==> config.mk <==
export PLATFORM = sky130hd
export DESIGN_NAME = conv_encoder_stream
export DESIGN_NICKNAME = d
export VERILOG_FILES = /design/src/rtl/conv_encoder_stream_pkg.sv /design/src/rtl/conv_encoder_stream.sv
export SDC_FILE = /design/constraint.sdc
export NUM_CORES = 1
export LEC_CHECK = 0
export CAP_MARGIN = 20
export CORE_AREA = 2 2 39 41
export DETAILED_ROUTE_END_ITERATION = 16
export DIE_AREA = 0 0 41 43
export SETUP_SLACK_MARGIN = 0.05
export SLEW_MARGIN = 30
export SYNTH_ARGS = -nofsm -noshare
export SYNTH_HDL_FRONTEND = slang
export SYNTH_SLANG_ARGS = --single-unit
==> constraint.sdc <==
create_clock -name i_clk -period 3.15 [get_ports i_clk]
set_clock_uncertainty 0.15 [all_clocks]
set_input_delay 0.945 -clock i_clk [delete_from_list [all_inputs] [get_ports i_clk]]
set_output_delay 0.945 -clock i_clk [all_outputs]
set_load 0.01 [all_outputs]
==> src/rtl/conv_encoder_stream_pkg.sv <==
// Shared constants and the reference trellis step for the
// rate-1/2 convolutional encoder and its companion decoder.
package conv_encoder_stream_pkg;

  localparam int          K_DEF  = 3;
  localparam int          M_DEF  = K_DEF - 1;
  localparam logic [7:0]  G0_DEF = 8'o07;
  localparam logic [7:0]  G1_DEF = 8'o05;

  // One trellis step for constraint length k (3..7).
  // sr = {state, bit}; the newest bit sits in sr[0].
  // Returns {next_state[7:0], y0, y1}.
  function automatic logic [9:0] conv_step(
    input int         k,
    input logic [7:0] st,
    input logic       b,
    input logic [7:0] g0,
    input logic [7:0] g1
  );
    logic [8:0] msk;
    logic [8:0] sr;
    logic [7:0] nx;
    logic       y0;
    logic       y1;
    msk = (9'd1 << k) - 9'd1;
    sr  = {st, b} & msk;
    nx  = sr[7:0] & ((8'd1 << (k - 1)) - 8'd1);
    y0  = ^(sr & {1'b0, g0});
    y1  = ^(sr & {1'b0, g1});
    return {nx, y0, y1};
  endfunction

endpackage

==> src/rtl/conv_encoder_stream.sv <==
// Streaming rate-1/2 convolutional encoder with a
// one-entry output slot and M zero tail bits per frame.
module conv_encoder_stream
  import conv_encoder_stream_pkg::*;
#(
  parameter int         K      = K_DEF,
  parameter logic [7:0] G0_OCT = G0_DEF,
  parameter logic [7:0] G1_OCT = G1_DEF
) (
  input  logic       i_clk,
  input  logic       i_rst_n,
  input  logic       i_in_valid,
  output logic       o_in_ready,
  input  logic       i_in_bit,
  input  logic       i_in_last,
  output logic       o_sym_valid,
  input  logic       i_sym_ready,
  output logic [1:0] o_sym,
  output logic       o_sym_last,
  output logic       o_busy
);

  localparam int M  = K - 1;
  localparam int TW = $clog2(K);

  typedef enum logic {
    ST_RUN,
    ST_TAIL
  } fsm_t;

  fsm_t          r_fsm;
  logic [M-1:0]  r_enc;
  logic [TW-1:0] r_tail;
  logic [1:0]    r_sym;
  logic          r_sym_valid;
  logic          r_sym_last;

  logic          w_slot_free;
  logic          w_load_data;
  logic          w_load_tail;
  logic          w_bit;
  logic [9:0]    w_step;
  logic [7:0]    w_nx8;
  logic [M-1:0]  w_next;
  logic          w_tail_end;
  logic          w_unused;

  assign w_slot_free = !r_sym_valid || i_sym_ready;
  assign w_load_data = (r_fsm == ST_RUN) && i_in_valid && w_slot_free;
  assign w_load_tail = (r_fsm == ST_TAIL) && w_slot_free;
  assign w_bit       = (r_fsm == ST_TAIL) ? 1'b0 : i_in_bit;
  assign w_step      = conv_step(K, 8'(r_enc), w_bit, G0_OCT, G1_OCT);
  assign w_nx8       = w_step[9:2];
  assign w_next      = w_nx8[M-1:0];
  assign w_unused    = ^w_nx8;
  assign w_tail_end  = (r_tail == TW'(M - 1));

  assign o_in_ready  = (r_fsm == ST_RUN) && w_slot_free;
  assign o_busy      = (r_fsm == ST_TAIL) || r_sym_valid;
  assign o_sym       = r_sym;
  assign o_sym_valid = r_sym_valid;
  assign o_sym_last  = r_sym_last;

  // FSM, trellis state and output slot; slot refills in the
  // same cycle it drains so the stream never bubbles
  always_ff @(posedge i_clk) begin
    if (!i_rst_n) begin
      r_fsm       <= ST_RUN;
      r_enc       <= '0;
      r_tail      <= '0;
      r_sym       <= 2'b00;
      r_sym_valid <= 1'b0;
      r_sym_last  <= 1'b0;
    end else if (w_load_data) begin
      r_sym       <= w_step[1:0];
      r_sym_valid <= 1'b1;
      r_sym_last  <= 1'b0;
      r_enc       <= w_next;
      if (i_in_last) begin
        r_fsm  <= ST_TAIL;
        r_tail <= '0;
      end
    end else if (w_load_tail) begin
      r_sym       <= w_step[1:0];
      r_sym_valid <= 1'b1;
      r_enc       <= w_next;
      r_tail      <= r_tail + TW'(1);
      r_sym_last  <= w_tail_end;
      if (w_tail_end) begin
        r_fsm <= ST_RUN;
      end
    end else if (i_sym_ready) begin
      r_sym_valid <= 1'b0;
      r_sym_last  <= 1'b0;
    end
  end

endmodule

==> reports/results.ini <==
[layout]
seqCellArea_um2 = 180
finalNonFillerCells = 80
drive_gt1_share_pct = 18.8
fill_cells = 149
multi_input_area_um2 = 279
diodes = 0
fin_nets = 72
area_growth_pct = 26.8
final_util_pct = 44.9

[detailed_routing]
drc = 0
wl_per_cell_um = 11.4
num_vias = 387
via_per_inst = 4.84
drt-total-wl_um = 912
first_pass_iters = 3
drt_iter0_markers = 1
antenna_left = 0

[critical_path]
worst_ep_arrival_time_ns = 1.88
required_ns = 2.05
crit_fanout = 3
slowest_delay_ns = 0.48
cp-end-kind = primary output
path_class = in -> out
cp_cell_sequence = clkdlybuf4s50_1 > and2b_4 > nor2_2 > clkbuf_2
slowest_stage = clkdlybuf4s50_1
crit_family = buffers and inverters
path_buf_inv = 2
critPathLaunchType = input port

[global_route]
grt_start_max_net_pins = 12
grt_pass1_vias = 343
grt_pass1_wl_mm = 1.47
antenna_found_initial = 0
grtUsageTotal_pct = 13.3
grt-ovfl-total = 0

[sta]
rsz0062_at_grt = no
slew_violations = 0
tightest_slew_ns = 0.346
finalCriticalPeriod_ns = 2.98
hold_violations = 0
setup_viol = 0
finalCritPeriodShare_pct = 94.5
max-slew-margin-rel_pct = 76.9
fmax_ghz = 0.336

[floorplanning]
placeableCoreArea_um2 = 1380
fp-row-count = 14
ioPinCount = 12
die_area_um2 = 1760
initial_core_util_pct = 35.4
die_w_um = 41
die_height_um = 43

[clocking]
post_cts_buffers = 0
cts.sinks = 9
clk-insertion-delay-late_ns = 0.26
clkSlewWorstSetupHoldPaths_ns = 0.06
htreeDepth = 1
cts_buffers = 3
cts_hold_buf = 0
cts_tree = done
cts_max_path_buffers = 2
ctsRootBufferMaster = clkbuf_4

[logic_synthesis]
ys_seq_elements = 9
yosysMostFrequentCell = dfxtp_1
ys.flop_type = dfxtp_1
yosysTopAreaCell = dfxtp_1
ys_top_cells_by_count = dfxtp_1, nand2_1, a21boi_1
synth-edff-count = 0
syn-num-nets = 58
syn-cell-area_um2 = 490
ys_top_cells_by_area = dfxtp_1, a21boi_1, nand3b_1
ys_types = 25
avgSynthCellArea_um2 = 9.62
seq_area_frac_synth_pct = 36.7
netlist.area_leader.share_pct = 36.7
synth-async-reset-ratio_pct = 0
synthCells = 51
yosys_warnings = 0

[pwr]
p_leak_nw = 0.236
worst_ir_drop_vdd_uv = 191
totalPowerFinal_mw = 0.280
power_density_nw_per_um2 = 450

[placement]
place_inst = 76
io_buffers = 11
gp_congestion = 0.760
dp_hpwl_um = 659

[run_status]
status = completed

[hold_path]
hold_class = reg -> reg

[job]
drv_cap = 0

-- kinds of logic after synthesis --
logic type               Yosys count  share of synthesized area [%]
XOR/XNOR                           1                           1.79
AND/OR/NAND/NOR                   24                           32.4
buffers and inverters              4                           6.38
AO/OA/AOI/OAI                     12                           20.2
adder cells (fa/ha/maj)            1                           2.55
flip-flops                         9                           36.7
-- where the power goes --
group | leakage (nW) | switching [mW] | total (mW) | internal [mW]
registers | 0.0737 | 0.00569 | 0.127 | 0.121
logic | 0.147 | 0.0284 | 0.0614 | 0.0330
clock network | 0.0150 | 0.0427 | 0.0917 | 0.0489
total | 0.236 | 0.0769 | 0.280 | 0.203
-- tightest hold or removal path: cells and delay by family (launching register included) --
kind	cells	cell delay, ns
AOI/OAI and AO/OA	1	0.05
DFF	1	0.31
and+or+nand+nor	1	0.05
-- layout by cell type (no fill, tap or decap), types with 2 or more instances in the layout --
cell type and n:
a21boi_1 6, nand2_1 7, nand3_1 2, clkbuf_4 3
nand3b_1 4, nor2b_1 2, dfxtp_1 9, o21ai_2 2
clkdlybuf4s50_1 10
-- per-stage QoR --
stage / setup slack [ns] / hold slack [ns] / TNS (ns) / cell area (µm²)
after floorplan: 0.780 / 0.281 / 0 / 490
after global placement: -0.238 / 0.289 / -0.238 / 601
after detailed placement: -0.236 / 0.300 / -0.236 / 601
after CTS: 0.0563 / 0.310 / 0 / 627
after global routing: 0.102 / 0.337 / 0 / 622
final: 0.172 / 0.300 / 0 / 622
-- routing by layer --
metal / GRT usage (%) / routed length, µm
met1: 15.3 / 439
met2: 18.1 / 408
met3: 4.71 / 47
met4: 12.0 / 17
met5: 0 / 0
-- repair_timing --
item	4_1_cts	5_1_grt
cloned	0	0
setup endpoints to repair	1	1
resized for setup	2	1
-- final timing paths --
kind	startpoint	to	slack, ns	cells past startpoint
worst max-delay path	i_sym_ready	o_in_ready	0.17	4
worst min-delay path	r_tail[1]	r_tail[1]	0.30	2
worst max register to register	r_fsm	o_sym[0]	1.70	5
worst min register to register	r_tail[1]	r_tail[1]	0.30	2
-- registers in the layout (all words and copies together) (netlist names) --
register / flops
o_sym: 2
o_sym_last: 1
o_sym_valid: 1
r_enc: 2
r_fsm: 1
r_tail: 2
-- final cells by class --
type	instances	area share (%)
Clock buffer	4	4.23
Inverter	1	0.604
Multi-Input combinational cell	38	44.9
Sequential cell	9	29.0
Tap cell	16	3.22
Timing Repair Buffer	12	18.1
No activity file was read; power rests on OpenSTA's default activity.
==> variant 1: new RTL, config.mk and constraints unchanged <==
`K_DEF`: 3 -> 5.
--- a/src/rtl/conv_encoder_stream_pkg.sv
+++ b/src/rtl/conv_encoder_stream_pkg.sv
@@ -2,7 +2,7 @@
 // rate-1/2 convolutional encoder and its companion decoder.
 package conv_encoder_stream_pkg;
 
-  localparam int          K_DEF  = 3;
+  localparam int          K_DEF  = 5;
   localparam int          M_DEF  = K_DEF - 1;
   localparam logic [7:0]  G0_DEF = 8'o07;
   localparam logic [7:0]  G1_DEF = 8'o05;
Behaviour: not the same (Yosys sat finds a counterexample within 4 cycles, from zero or initial values and one cycle with i_rst_n low).
==> variant 1 against the unedited design <==
- design area is 2.2% higher
- power is 9.9% higher
- routed wire length is 1.1% higher
- worst setup slack better by 0.0096 ns
- cell count is 7.5% higher
- first-iteration DRC count grew to 13 times the old value
- sequential cell count is 1 higher
- area after synthesis is 1.0% lower
==> variant 1: results (changes against the unedited design) <==
Reg-to-Reg Start: o_sym_valid$_SDFFE_PN0P_
DRC marker count from the first detailed-route iteration: 13 (+12)
number of global-route vias before repair: 378 (+10%)
total half-perimeter wirelength after legalization and detailed placement: 687 um (+4.2%)
Leakage Power: 0.242 nW (+2.8%)
share of power burned in combinational logic: 0.173 (-0.047)
switching power total: 0.0759 mW (-1.2%)
fraction of area in clock buffers and inverters: 0.0571 (+0.0148)
Initial DRT Pass Iterations: 4 (+1)
status: completed
share of the final layout cell area in multi-input gates: 0.407 (-0.0412)
WL/cell: 10.7 um (-6.0%)
met3 wire length: 46 um (-2.1%)
number of stages on the worst hold path: 2 (unchanged)
proportion of synthesized chip area in sequential cells: 0.412 (+0.0450)
Cells after DPL: 82 (+7.9%)
overall die area: 1760 um^2 (unchanged)
proportion of layout cells with a drive suffix above 1: 0.171 (-0.0161)
largest net degree at the start of global routing: 13 (+1)
top-area cell type share of the netlist area: 0.412 (+0.0450)
worst setup timing slack at the placement stage: -0.218 ns (+0.0172 ns)
Sequential Power: 0.141 mW (+11%)
number of vias per cell after detailed routing: 5.23 (+8.2%)
depth of the worst register-to-register path: 4 (-1)
Tightest Hold Check Type: reg -> reg
post-synth net total: 64 (+10%)
Reg area: 200 um^2 (+11%)
commonest cells in the netlist: 10 x dfxtp_1, 7 x a21oi_1, 7 x nor2_1, 6 x nand2_1
worst vdd ir: 0.203 mV (+6.5%)
number of flip-flops and latches: 10 (+1)
multi-input gate area in the final layout: 259 um^2 (-7.2%)
gp weighted congestion: 0.733 (-3.5%)
count of instances resized after the clock tree is built: 1 (-1)
worst hold slack across all endpoints: 0.334 ns (+0.0332 ns)
first-pass GRT wire length: 1.46 mm (-0.48%)
Avg Synthesized Cell Area: 8.67 um^2 (-9.9%)
count of cell types in the netlist: 24 (-4.0%)
number of combinational gates with multiple inputs: 42 (+11%)
final critical path time including I/O delays and setup: 2.97 ns (-0.00961 ns)
capture instance of the worst register-to-register path: o_sym[1]$_SDFFE_PN0P_
total length of routed met2 wires: 439 um (+7.6%)
max_slew headroom: 0.738 (-0.0302)
fill cell total of the finished layout: 142 (-4.7%)
Final non-clock buffer share: 0.177 (-0.00392)
ranking of synthesized cells by area: dfxtp_1 41%, a21oi_1 7.2%, nor2_1 5.4%
number of logic inverters in the finished layout: 2 (+1)
total wire length after detailed routing: 922 um (+1.1%)
GRT Total Usage: 0.129 (-0.00403)
detailed-routing wirelength on met1: 415 um (-5.5%)
-- variant 1: cell types whose count changed in the layout (fill, tap and decap cells not counted), sizes merged, moves of 2 or more --
cell / unedited run / this run
nand3b: 4 / 0
a211oi: 0 / 2
a21oi: 0 / 7
nor2: 3 / 8
a21boi: 6 / 0
-- variant 1: logic make-up after synthesis --
kind of cell    synth area share
simple gates               0.255
flops                      0.412
fa+ha+maj                 0.0515
buf+inv                   0.0541
compound gates             0.209
xor+xnor                  0.0180
-- variant 1: how the worst max path moves through the flow --
stage | cells past startpoint | to | startpoint
after floorplan | 2 | o_in_ready | i_sym_ready
after global placement | 4 | o_in_ready | i_sym_ready
after detailed placement | 4 | o_in_ready | i_sym_ready
after CTS | 4 | o_in_ready | i_sym_ready
after global routing | 4 | o_in_ready | i_sym_ready
final | 4 | o_in_ready | i_sym_ready
-- variant 1: layer usage --
metal	vias up	global-route usage
met5	-	0
met4	0	0.120
met3	2	0.0471
met2	20	0.188
met1	203	0.133
li1	225	-
==> variant 2: new RTL, config.mk and constraints unchanged <==
Made on the original files. Reset style: asynchronous (`i_rst_n`), changed in one clocked block.
--- a/src/rtl/conv_encoder_stream.sv
+++ b/src/rtl/conv_encoder_stream.sv
@@ -63,7 +63,7 @@
 
   // FSM, trellis state and output slot; slot refills in the
   // same cycle it drains so the stream never bubbles
-  always_ff @(posedge i_clk) begin
+  always_ff @(posedge i_clk or negedge i_rst_n) begin
     if (!i_rst_n) begin
       r_fsm       <= ST_RUN;
       r_enc       <= '0;
Formal check against the unedited RTL: differs if i_rst_n is asserted again (counterexample within 4 cycles, from zero or initial values and one cycle with i_rst_n low); with i_rst_n held inactive, the same outputs for 10 cycles.
==> variant 2 against the unedited design <==
- area after synthesis decreased by 1.3%
- sequential cell count unchanged
- design area is 3.4% higher
- first-iteration DRC count grew to 9.0 times the old value
- worst setup slack worse by 0.055 ns
- maximum frequency decreased by 1.8%
- global-route usage increased by 2.1 points
- routed wire length grew 8.9%
- die area stayed put
- via count grew 4.7%
- critical path type unchanged
- largest cell class unchanged
Power is not compared: it rests on default switching activity, and its combinational part moved more than twofold at a synthesized area within 25%.
==> variant 2: results (changes against the unedited design) <==
Critical Path AT: 1.94 ns (+0.06 ns)
share of async-settable or async-resettable flops after synthesis: 1.00 (+1.00)
Diodes inserted: 0 (unchanged)
register clock-pin slew on the reported worst setup and hold paths: 0.05 ns
met3 wire length: 49 um (+4.3%)
synthesized-area fraction occupied by adder cells: 0.0258 (+0.000330)
total wire length after detailed routing: 993 um (+8.9%)
compound-cell area share of the yosys netlist: 0.183 (-0.0181)
count of placed standard cells in the final layout, fillers left out: 81 (+1.3%)
total number of H-tree levels: 1 (unchanged)
most common flop cell mapped by yosys: dfrtp_1
Cells after DPL: 77 (+1.3%)
fin nets: 73 (+1.4%)
DRC marker count from the first detailed-route iteration: 9 (+8)
transition at the pin with the smallest max-transition slack: 0.426 ns (+0.0803 ns)
antenna violations before repair: 0 (unchanged)
Avg Synthesized Cell Area: 9.88 um^2 (+2.8%)
DRC errors left: 0 (unchanged)
worst vdd ir: 0.398 mV
number of port buffers: 11 (unchanged)
GRT Total Usage: 0.154 (+0.0208)
count of instances resized after the clock tree is built: 1 (-1)
total half-perimeter wirelength after legalization and detailed placement: 740 um (+12%)
Bufs on Longest Clock Path: 2 (unchanged)
first-pass GRT wire length: 1.72 mm (+17%)
total length of routed met2 wires: 494 um (+21%)
xor/xnor share of the synthesized area: 0.0181 (+0.000231)
total via count after detailed routing: 405 (+4.7%)
clock latency of the later-clocked register in the worst-skew pair: 0.26 ns (about the same)
fill cell total of the finished layout: 133 (-11%)
worst setup timing slack at the placement stage: -0.166 ns (+0.0695 ns)
root buffer selected by CTS: clkbuf_4
Leakage Power: 0.293 nW
Top Layer Used: met3
critical-path maximum fanout: 2 (-1)
detailed-routing wirelength on met1: 450 um (+2.5%)
Initial DRT Pass Iterations: 4 (+1)
gp weighted congestion: 0.735 (-3.4%)
proportion of synthesized chip area in sequential cells: 0.465 (+0.0978)
largest net degree at the start of global routing: 12 (unchanged)
count of cell types in the netlist: 26 (+4.0%)
Post-CTS Setup Inserts: 0 (unchanged)
proportion of layout cells with a drive suffix above 1: 0.185 (-0.00288)
post-synth net total: 56 (-3.4%)
commonest cells in the netlist: 9 x dfrtp_1, 7 x o21ai_0, 4 x nand2_1, 3 x nor2_1
ranking of synthesized cells by area: dfrtp_1 47%, o21ai_0 7.2%, mux2_4 3.1%
number of global-route vias before repair: 391 (+14%)
final hold violation count: 0 (unchanged)
cts bufs inserted: 3 (unchanged)
status: completed
post-synthesis mux area share: 0.0517 (+0.0517)
synthesis warning total: 0 (unchanged)
Tightest Hold Check Type: reg -> reg
variant 2: final timing paths:
path                                         start                endpoint  slack, ns  cells after the start
max                                    i_sym_ready              o_in_ready       0.12                      4
min                          r_tail[0]$_DFFE_PN0P_   r_tail[0]$_DFFE_PN0P_       0.35                      1
max reg2reg                o_sym_valid$_DFFE_PN0P_    r_enc[1]$_DFFE_PN0P_       1.70                      4
min reg2reg                  r_tail[0]$_DFFE_PN0P_   r_tail[0]$_DFFE_PN0P_       0.35                      1
max in group asynchronous                  i_rst_n  o_sym_last$_DFFE_PN0P_       1.71                      1
min in group asynchronous                  i_rst_n    o_sym[1]$_DFFE_PN0P_       0.83                      1
variant 2: metrics by stage:
step	utilization	area [um^2]	hold WS (ns)	TNS, ns	total power, mW
floorplan	-	484	0.307	0	0.347
global placement	0.447	618	0.337	-0.149	0.427
detailed placement	0.447	618	0.344	-0.166	0.431
CTS	0.465	643	0.351	0	0.520
global route	0.465	643	0.384	0	0.556
finish	0.465	643	0.345	0	0.511
variant 2: power by group:
group | internal [mW] | switching [mW] | total [mW]
clock | 0.0487 | 0.0393 | 0.0880
combinational | 0.118 | 0.0941 | 0.212
sequential | 0.164 | 0.0469 | 0.211
variant 2: layout make-up:
cell class	count	share of cell area
clock buffer	4	0.0409
multi-input combinational	37	0.374
tap	16	0.0311
timing repair buffer	13	0.193
inverter	2	0.0117
sequential	9	0.350
variant 2: routing by layer:
metal | vias to the layer above | track usage
li1 | 205 | -
met2 | 13 | 0.200
met1 | 187 | 0.202
met3 | 0 | 0.0942
met5 | - | 0
met4 | 0 | 0.0600
variant 2: worst max-delay path, stage by stage:
cell	delay (ns)
clkdlybuf4s50_1	0.47
and2b_4	0.19
nor2_1	0.07
dlygate4sd2_1	0.26
